===== src/rtl/goldschmidt_pkg.sv =====
`default_nettype none
// ============================================================================
//  Module      : goldschmidt_pkg
//  Description : Shared types and encodings for the Goldschmidt divider
//                sequencing controller (state enum, datapath mux selects).
//  Revision    : 1.0 - initial release
// ============================================================================
package goldschmidt_pkg;

    // Default operand/result width of the divider datapath
    localparam int DEFAULT_WIDTH = 16;

    // Controller states
    typedef enum logic [2:0] {
        ST_IDLE = 3'd0,
        ST_IA_D = 3'd1,
        ST_IA_N = 3'd2,
        ST_K_D  = 3'd3,
        ST_K_N  = 3'd4,
        ST_CAPT = 3'd5
    } state_t;

    // Datapath operand select (sel_ND_mux)
    localparam logic [1:0] SEL_IA_D = 2'b00;
    localparam logic [1:0] SEL_IA_N = 2'b01;
    localparam logic [1:0] SEL_K_D  = 2'b10;
    localparam logic [1:0] SEL_K_N  = 2'b11;

    // Multiplier factor select (sel_K_mux)
    localparam logic SEL_K_IA = 1'b1;
    localparam logic SEL_K_K  = 1'b0;

endpackage : goldschmidt_pkg
`default_nettype wire


===== src/rtl/goldschmidt_ctrl.sv =====
`default_nettype none
// ============================================================================
//  Module      : goldschmidt_ctrl
//  Description : Sequencing controller for the Goldschmidt divider. Latches
//                N/D/IA on an accepted start, steps the datapath through the
//                IA*D, IA*N and ITERS K*D/K*N refinement pairs, then registers
//                the quotient and pulses done for one cycle.
//  Revision    : 1.0 - initial release
// ============================================================================
module goldschmidt_ctrl
    import goldschmidt_pkg::*;
#(
    parameter int WIDTH = DEFAULT_WIDTH,
    parameter int ITERS = 4
) (
    input  logic             clk,
    input  logic             reset,
    input  logic             start,
    input  logic [WIDTH-1:0] n_in,
    input  logic [WIDTH-1:0] d_in,
    input  logic [WIDTH-1:0] ia_in,
    input  logic [WIDTH-1:0] result_in,
    output logic [WIDTH-1:0] N,
    output logic [WIDTH-1:0] D,
    output logic [WIDTH-1:0] IA,
    output logic             load_regN,
    output logic             load_regD,
    output logic [1:0]       sel_ND_mux,
    output logic             sel_K_mux,
    output logic             busy,
    output logic             done,
    output logic [WIDTH-1:0] q_out
);

    // Last value of iter_cnt before leaving the refinement loop
    localparam logic [3:0] c_last_iter = 4'(ITERS - 1);

    state_t           r_state;
    state_t           w_next_state;
    logic [3:0]       r_iter_cnt;
    logic [WIDTH-1:0] r_n;
    logic [WIDTH-1:0] r_d;
    logic [WIDTH-1:0] r_ia;
    logic [WIDTH-1:0] r_q;
    logic             r_done;
    logic             w_accept;
    logic             w_more_iters;

    // Start is only honoured from IDLE; requests while busy are dropped
    assign w_accept     = (r_state == ST_IDLE) && start;
    assign w_more_iters = (r_iter_cnt < c_last_iter);

    // State register
    always_ff @(posedge clk) begin
        if (reset) begin
            r_state <= ST_IDLE;
        end else begin
            r_state <= w_next_state;
        end
    end

    // Next-state logic and Moore decode of the datapath controls
    always_comb begin
        w_next_state = r_state;
        load_regN    = 1'b0;
        load_regD    = 1'b0;
        sel_ND_mux   = SEL_IA_D;
        sel_K_mux    = SEL_K_IA;
        busy         = 1'b1;
        case (r_state)
            ST_IDLE: begin
                busy = 1'b0;
                if (start) begin
                    w_next_state = ST_IA_D;
                end
            end
            ST_IA_D: begin
                load_regD    = 1'b1;
                w_next_state = ST_IA_N;
            end
            ST_IA_N: begin
                load_regN    = 1'b1;
                sel_ND_mux   = SEL_IA_N;
                w_next_state = ST_K_D;
            end
            ST_K_D: begin
                load_regD    = 1'b1;
                sel_ND_mux   = SEL_K_D;
                sel_K_mux    = SEL_K_K;
                w_next_state = ST_K_N;
            end
            ST_K_N: begin
                load_regN    = 1'b1;
                sel_ND_mux   = SEL_K_N;
                sel_K_mux    = SEL_K_K;
                w_next_state = w_more_iters ? ST_K_D : ST_CAPT;
            end
            ST_CAPT: begin
                sel_ND_mux   = SEL_K_N;
                sel_K_mux    = SEL_K_K;
                w_next_state = ST_IDLE;
            end
            default: begin
                w_next_state = ST_IDLE;
            end
        endcase
    end

    // Refinement-pair counter: cleared on accept, stepped on each K_N->K_D loop
    always_ff @(posedge clk) begin
        if (reset) begin
            r_iter_cnt <= 4'd0;
        end else if (w_accept) begin
            r_iter_cnt <= 4'd0;
        end else if (r_state == ST_K_N && w_more_iters) begin
            r_iter_cnt <= r_iter_cnt + 4'd1;
        end
    end

    // Operand latches: held stable for the datapath until the next accepted start
    always_ff @(posedge clk) begin
        if (reset) begin
            r_n  <= '0;
            r_d  <= '0;
            r_ia <= '0;
        end else if (w_accept) begin
            r_n  <= n_in;
            r_d  <= d_in;
            r_ia <= ia_in;
        end
    end

    // Quotient capture and one-cycle done pulse on leaving CAPT
    always_ff @(posedge clk) begin
        if (reset) begin
            r_q    <= '0;
            r_done <= 1'b0;
        end else begin
            r_done <= (r_state == ST_CAPT);
            if (r_state == ST_CAPT) begin
                r_q <= result_in;
            end
        end
    end

    assign N     = r_n;
    assign D     = r_d;
    assign IA    = r_ia;
    assign q_out = r_q;
    assign done  = r_done;

endmodule : goldschmidt_ctrl
`default_nettype wire


===== config.mk =====
export PLATFORM = sky130hd
export DESIGN_NAME = goldschmidt_ctrl
export DESIGN_NICKNAME = d
export VERILOG_FILES = /design/src/rtl/goldschmidt_pkg.sv /design/src/rtl/goldschmidt_ctrl.sv
export SDC_FILE = /design/constraint.sdc
export NUM_CORES = 1
export LEC_CHECK = 0
export CAP_MARGIN = 20
export CELL_PAD_IN_SITES_DETAIL_PLACEMENT = 1
export CELL_PAD_IN_SITES_GLOBAL_PLACEMENT = 2
export CORE_MARGIN = 2
export CORE_UTILIZATION = 20
export CTS_BUF_LIST = sky130_fd_sc_hd__clkbuf_16
export DETAILED_ROUTE_END_ITERATION = 16
export HOLD_SLACK_MARGIN = 0.05
export PLACE_DENSITY = 0.75
export RECOVER_POWER = 100
export SETUP_SLACK_MARGIN = 0.3
export SLEW_MARGIN = 10
export SYNTH_ARGS = -nofsm -noshare
export SYNTH_HDL_FRONTEND = slang
export SYNTH_SLANG_ARGS = --single-unit

===== constraint.sdc =====
create_clock -name clk -period 1.9 [get_ports clk]
set_clock_uncertainty 0.1 [all_clocks]
set_input_delay 0.19 -clock clk [delete_from_list [all_inputs] [get_ports clk]]
set_output_delay 0.19 -clock clk [all_outputs]
set_load 0.02 [all_outputs]

# After elaboration in Yosys (flattened, before gate mapping)
# Index checks and enable logic that the tools add are counted.
# op_classes
muxes,8
n_lt_le_gt_ge,1
n_eq_ne,6
n_reduce_logical,8
addsub,1
# op_table
op,count
$pmux W3 S5,1
$reduce_or A2 Y1,4
$eq A3 B2 Y1 const B,2
$eq A3 B3 Y1 const B,2
$mux W3,2
$pmux W2 S3,1
$add A4 B1 Y4 const B,1
$lt A4 B2 Y1 const B,1
$mux W1,4
$eq A3 B1 Y1 const B,1
$logic_not A3 Y1,1
$reduce_or A3 Y1,1
$logic_and A1 B1 Y1,2
$ne A2 B2 Y1 const B,1
# totals
elab_cells,31
output_inout_bits,71
regBits,72

# Logic depth before layout (Yosys ltp)
# depth
ltp_word,3
ltp_mapped,6
mapped_depth_nobuf,4

# Worst setup path after synthesis
# OpenSTA, ideal clock, no wires.
# synth_path
kind,register to register
start,register r_state[2]
end,"register r_d[0], in the netlist D[0]"
slack_ns,0.346
stages_incl_launch_ff,7
n_path_buf,3
synth_period_minus_slack_ns,1.554
arrival_time_ns,1.322
required_ns,1.668
cell_sequence,dfxtp_1 -> or4b_1 -> clkbuf_1 -> buf_6 -> buf_6 -> nand2_1 -> a21oi_1
# synth_via
elab_chain_cells,2
# synth_rtl
item,line_no,text
start: declaration,goldschmidt_ctrl.sv:38,state_t r_state;
start signal: assignment,goldschmidt_ctrl.sv:58,r_state <= w_next_state;
$logic_not A3 Y1,goldschmidt_ctrl.sv:50,assign w_accept = (r_state == ST_IDLE) && start;
$logic_and A1 B1 Y1,goldschmidt_ctrl.sv:50,
end signal: assignment,goldschmidt_ctrl.sv:128,r_d <= d_in;
end: declaration,goldschmidt_ctrl.sv:42,logic [WIDTH-1:0] r_d;
# No other way between the ends.
# A chain may end at the register's enable or synchronous reset.

# Worst setup path in the final report
# layout_path
start,register r_state[2]
end,register r_iter_cnt[0]
# layout_via
elab_chain_cells,3
word_cells_on_any_way,5
cone_classes,1 x eq/ne; 4 x reduce/logical
# layout_rtl
item,line_no,text
$logic_not A3 Y1,goldschmidt_ctrl.sv:50,
$logic_and A1 B1 Y1,goldschmidt_ctrl.sv:50,
$reduce_or A2 Y1 (no source line),--,
end signal: assignment,goldschmidt_ctrl.sv:116,r_iter_cnt <= r_iter_cnt + 4'd1;
end: declaration,goldschmidt_ctrl.sv:40,logic [3:0] r_iter_cnt;
# Parallel ways exist; a longest one is shown, timed or not.

==> run summary <==
RSZ-0062 raised after global routing: yes
Row count: 41
Leakage: 1.64 nW
Hold Crit Start: reset
NumNets Final: 529
Combinational share of power: 17.5%
CTS buffer count: 9
Power share of the sequential group: 40.1%
CP max FO: 9
Die width: 118 um
Req. time, crit path: 2.07 ns
Die footprint: 14000 sq um
Final hold viol count: 0
Top cells by area, synth: dfxtp_1 55%, nand2_1 19%, a21oi_1 13%, clkbuf_1 2.2%, buf_6 1.3%
Synth cell types: 26
Slew Limit Fails: 0
Global-route wire length before repair: 14.2 mm
H-Tree Level Count: 3
Post-layout min period: 1.67 ns
Status: finished clean
N_diodes: 0
Switching Fraction: 26.3%
Post-CTS Setup Inserts: 0
Worst hold slack: 0.290 ns
Relative slew slack: 56.0%
Vias per cell: 4.12
Sequential share of the synthesized area: 55.3%
Worst-Margin Slew: 0.661 ns
Largest net degree at the start of global routing: 38
Routed len/inst: 13.7 um
Worst setup EP type: flop
Initial antenna violation count: 0
Layout cells sized above 1: 5.58%
I/O Pins: 138
Vias in the first global route: 2761
Post-CTS Hold Fix Bufs: 0
Fillers: 1546
Yosys warns: 0
Clk pin slew, worst setup/hold paths: 0.06 ns
Core area: 12700 sq um
Post-synth top area cell: dfxtp_1
Initial DRC count: 107
Mapped Avg Cell Area: 7.95 sq um
P_sw: 1.08 mW
Power Density: 977 nW/um^2
Post-Synthesis Cells: 328
Internal Power: 3.04 mW
Area of the multi-input gates: 1040 sq um
Reg2Reg Depth: 4
Critical R2R Launch: r_state[2]$_SDFFE_PP0P_
Initial Utilization: 20.6%
Final GP Congestion: 0.660
Clock tree buffer depth: 2
Total Routed Length: 8.73 mm
Bufs and invs on worst path: 1
Cell area after synthesis: 2610 sq um
Vias: 2628
# clock sinks: 72
RR Endpoint: r_iter_cnt[0]$_SDFFE_PP0P_
I/O Buffers: 137
Max Cap Viol: 0
Area Overhead vs Synth: 61.9%
Worst Hold Class: primary input to flop
Overall power: 4.13 mW
Crit path launch: r_state[2]$_SDFFE_PP0P_
First drt pass iteration count: 4
Worst hold path endpoint: r_state[1]$_SDFFE_PP0P_
Total grt overflow: 0
Crit path cell chain: buf_6, or3b_1, or3_1, a21oi_1
Slowest stage delay, CP: 0.43 ns
ANT nets after route: 0
Yosys reg bits: 72
Fmax: 597 MHz
Clock power share: 42.5%
Syn_nets: 396
Top cell type's share of synthesized area: 55.3%
Top delay family on crit path: simple AND/OR/NAND/NOR gates
Final period util: 88.1%
FF+latch area: 1440 sq um
CP Launch Type: flop
DP Wirelength: 6.05 mm
CP Data Arrival Time: 1.85 ns
Critical-path top delay cell: dfxtp_1
DRC Markers: 0
Worst VDD drop: 757 uV
Final setup violation count: 0
R2R Setup Slk: 0.23 ns
CTS root buffer: clkbuf_16
Crit Path Class: flop to flop
Die Y: 118 um
All-Layer GR Usage: 12.8%
CTS tree: yes
Worst Hold Depth: 2
Clk_lat worst skew: 0.34 ns
==> synth_stat cells, drive strengths merged <==
master and count:
a2111oi 1, a21oi 68, a2bb2oi 1, and2 1, and3b 1, buf 10
clkbuf 15, dfxtp 72, ha 1, inv 2, nand2 133, nand2b 3
nand3 1, nand3b 1, nor2 5, nor2b 1, nor3 2, nor3b 1
nor4b 1, o21ai 2, or3 3, or3b 1, or4b 1, xnor2 1
==> final cells by class <==
type	count	share of cell area [%]
flip-flops and latches	72	34.2
clock buffers	9	5.33
clock inverters	7	1.87
repair buffers	147	28.7
multi-input cells	229	24.7
inverters	2	0.178
well taps	172	5.10
==> metrics by stage <==
step | worst slack, ns | util, % | TNS, ns | cells | area, sq um
global placement | -0.0922 | 32.9 | -1.82 | 622 | 4170
finish | 0.225 | 33.3 | 0 | 638 | 4220
global route | 0.144 | 33.3 | 0 | 638 | 4220
CTS | 0.177 | 35.3 | 0 | 638 | 4470
detailed placement | -0.119 | 32.9 | -2.70 | 622 | 4170
floorplan | 0.346 | - | 0 | 328 | 2610
==> power groups by stage <==
stage               clock, mW  sequential [mW]  combinational [mW]
finish                   1.75             1.65               0.720
global route             1.89             1.67               0.790
CTS                      1.83             1.66               0.809
detailed placement          0             1.69               0.818
global placement            0             1.68               0.812
floorplan                   0             1.79               0.289
==> worst max-delay path by stage <==
stage | slack (ns) | cells after the start | end
floorplan | 0.35 | 6 | D[0]$_SDFFE_PP0P_
global placement | -0.09 | 5 | N[10]$_SDFFE_PP0P_
detailed placement | -0.12 | 5 | N[6]$_SDFFE_PP0P_
CTS | 0.18 | 4 | sel_K_mux
global route | 0.14 | 4 | r_iter_cnt[0]$_SDFFE_PP0P_
finish | 0.23 | 4 | r_iter_cnt[0]$_SDFFE_PP0P_
==> cell families after synthesis <==
| kind of cell | count (synthesis) | synth area share [%] |
|---|---|---|
| compound gates | 72 | 14.1 |
| xor+xnor | 1 | 0.336 |
| fa+ha+maj | 1 | 0.480 |
| buf+inv | 27 | 5.28 |
| flops | 72 | 55.3 |
| simple gates | 155 | 24.6 |
==> metal layers <==
metal | global-route usage, % | vias to the layer above | routed length (um) | share of wire, %
met5 | 0 | - | 0 | 0
met4 | 5.20 | 0 | 150 | 1.7
met3 | 6.32 | 11 | 797 | 9.1
met2 | 20.2 | 97 | 3930 | 45
met1 | 14.7 | 1190 | 3860 | 44
li1 | - | 1330 | - | -
==> cell usage in the layout, fill, tap and decap left out, types with 2 or more instances in the layout <==
| cell type | netlist | routed |
|---|---|---|
| a21oi_1 | 68 | 68 |
| clkbuf_16 | 0 | 9 |
| clkinv_1 | 0 | 3 |
| buf_12 | 0 | 2 |
| o21ai_0 | 2 | 2 |
| inv_1 | 2 | 4 |
| nor2_1 | 5 | 5 |
| dfxtp_1 | 72 | 71 |
| nor3_1 | 2 | 2 |
| nand2b_1 | 3 | 3 |
| buf_4 | 2 | 4 |
| dlygate4sd2_1 | 0 | 16 |
| clkdlybuf4s50_1 | 0 | 65 |
| nand2_1 | 133 | 133 |
| buf_6 | 3 | 3 |
| dlygate4sd3_1 | 0 | 16 |
| or3_1 | 3 | 3 |
| bufinv_16 | 0 | 2 |
| clkbuf_1 | 15 | 39 |
==> timing repair <==
item	in CTS	in global routing
setup endpoints to repair	87	55
gates resized for setup	42	38
gates cloned	0	0
==> registers in the layout, summed over array words and instances, names as in the netlist <==
signal,cells
r_state,3
D,16
N,16
done,1
q_out,16
IA,16
r_iter_cnt,4
(Power assumes the default switching activity.)
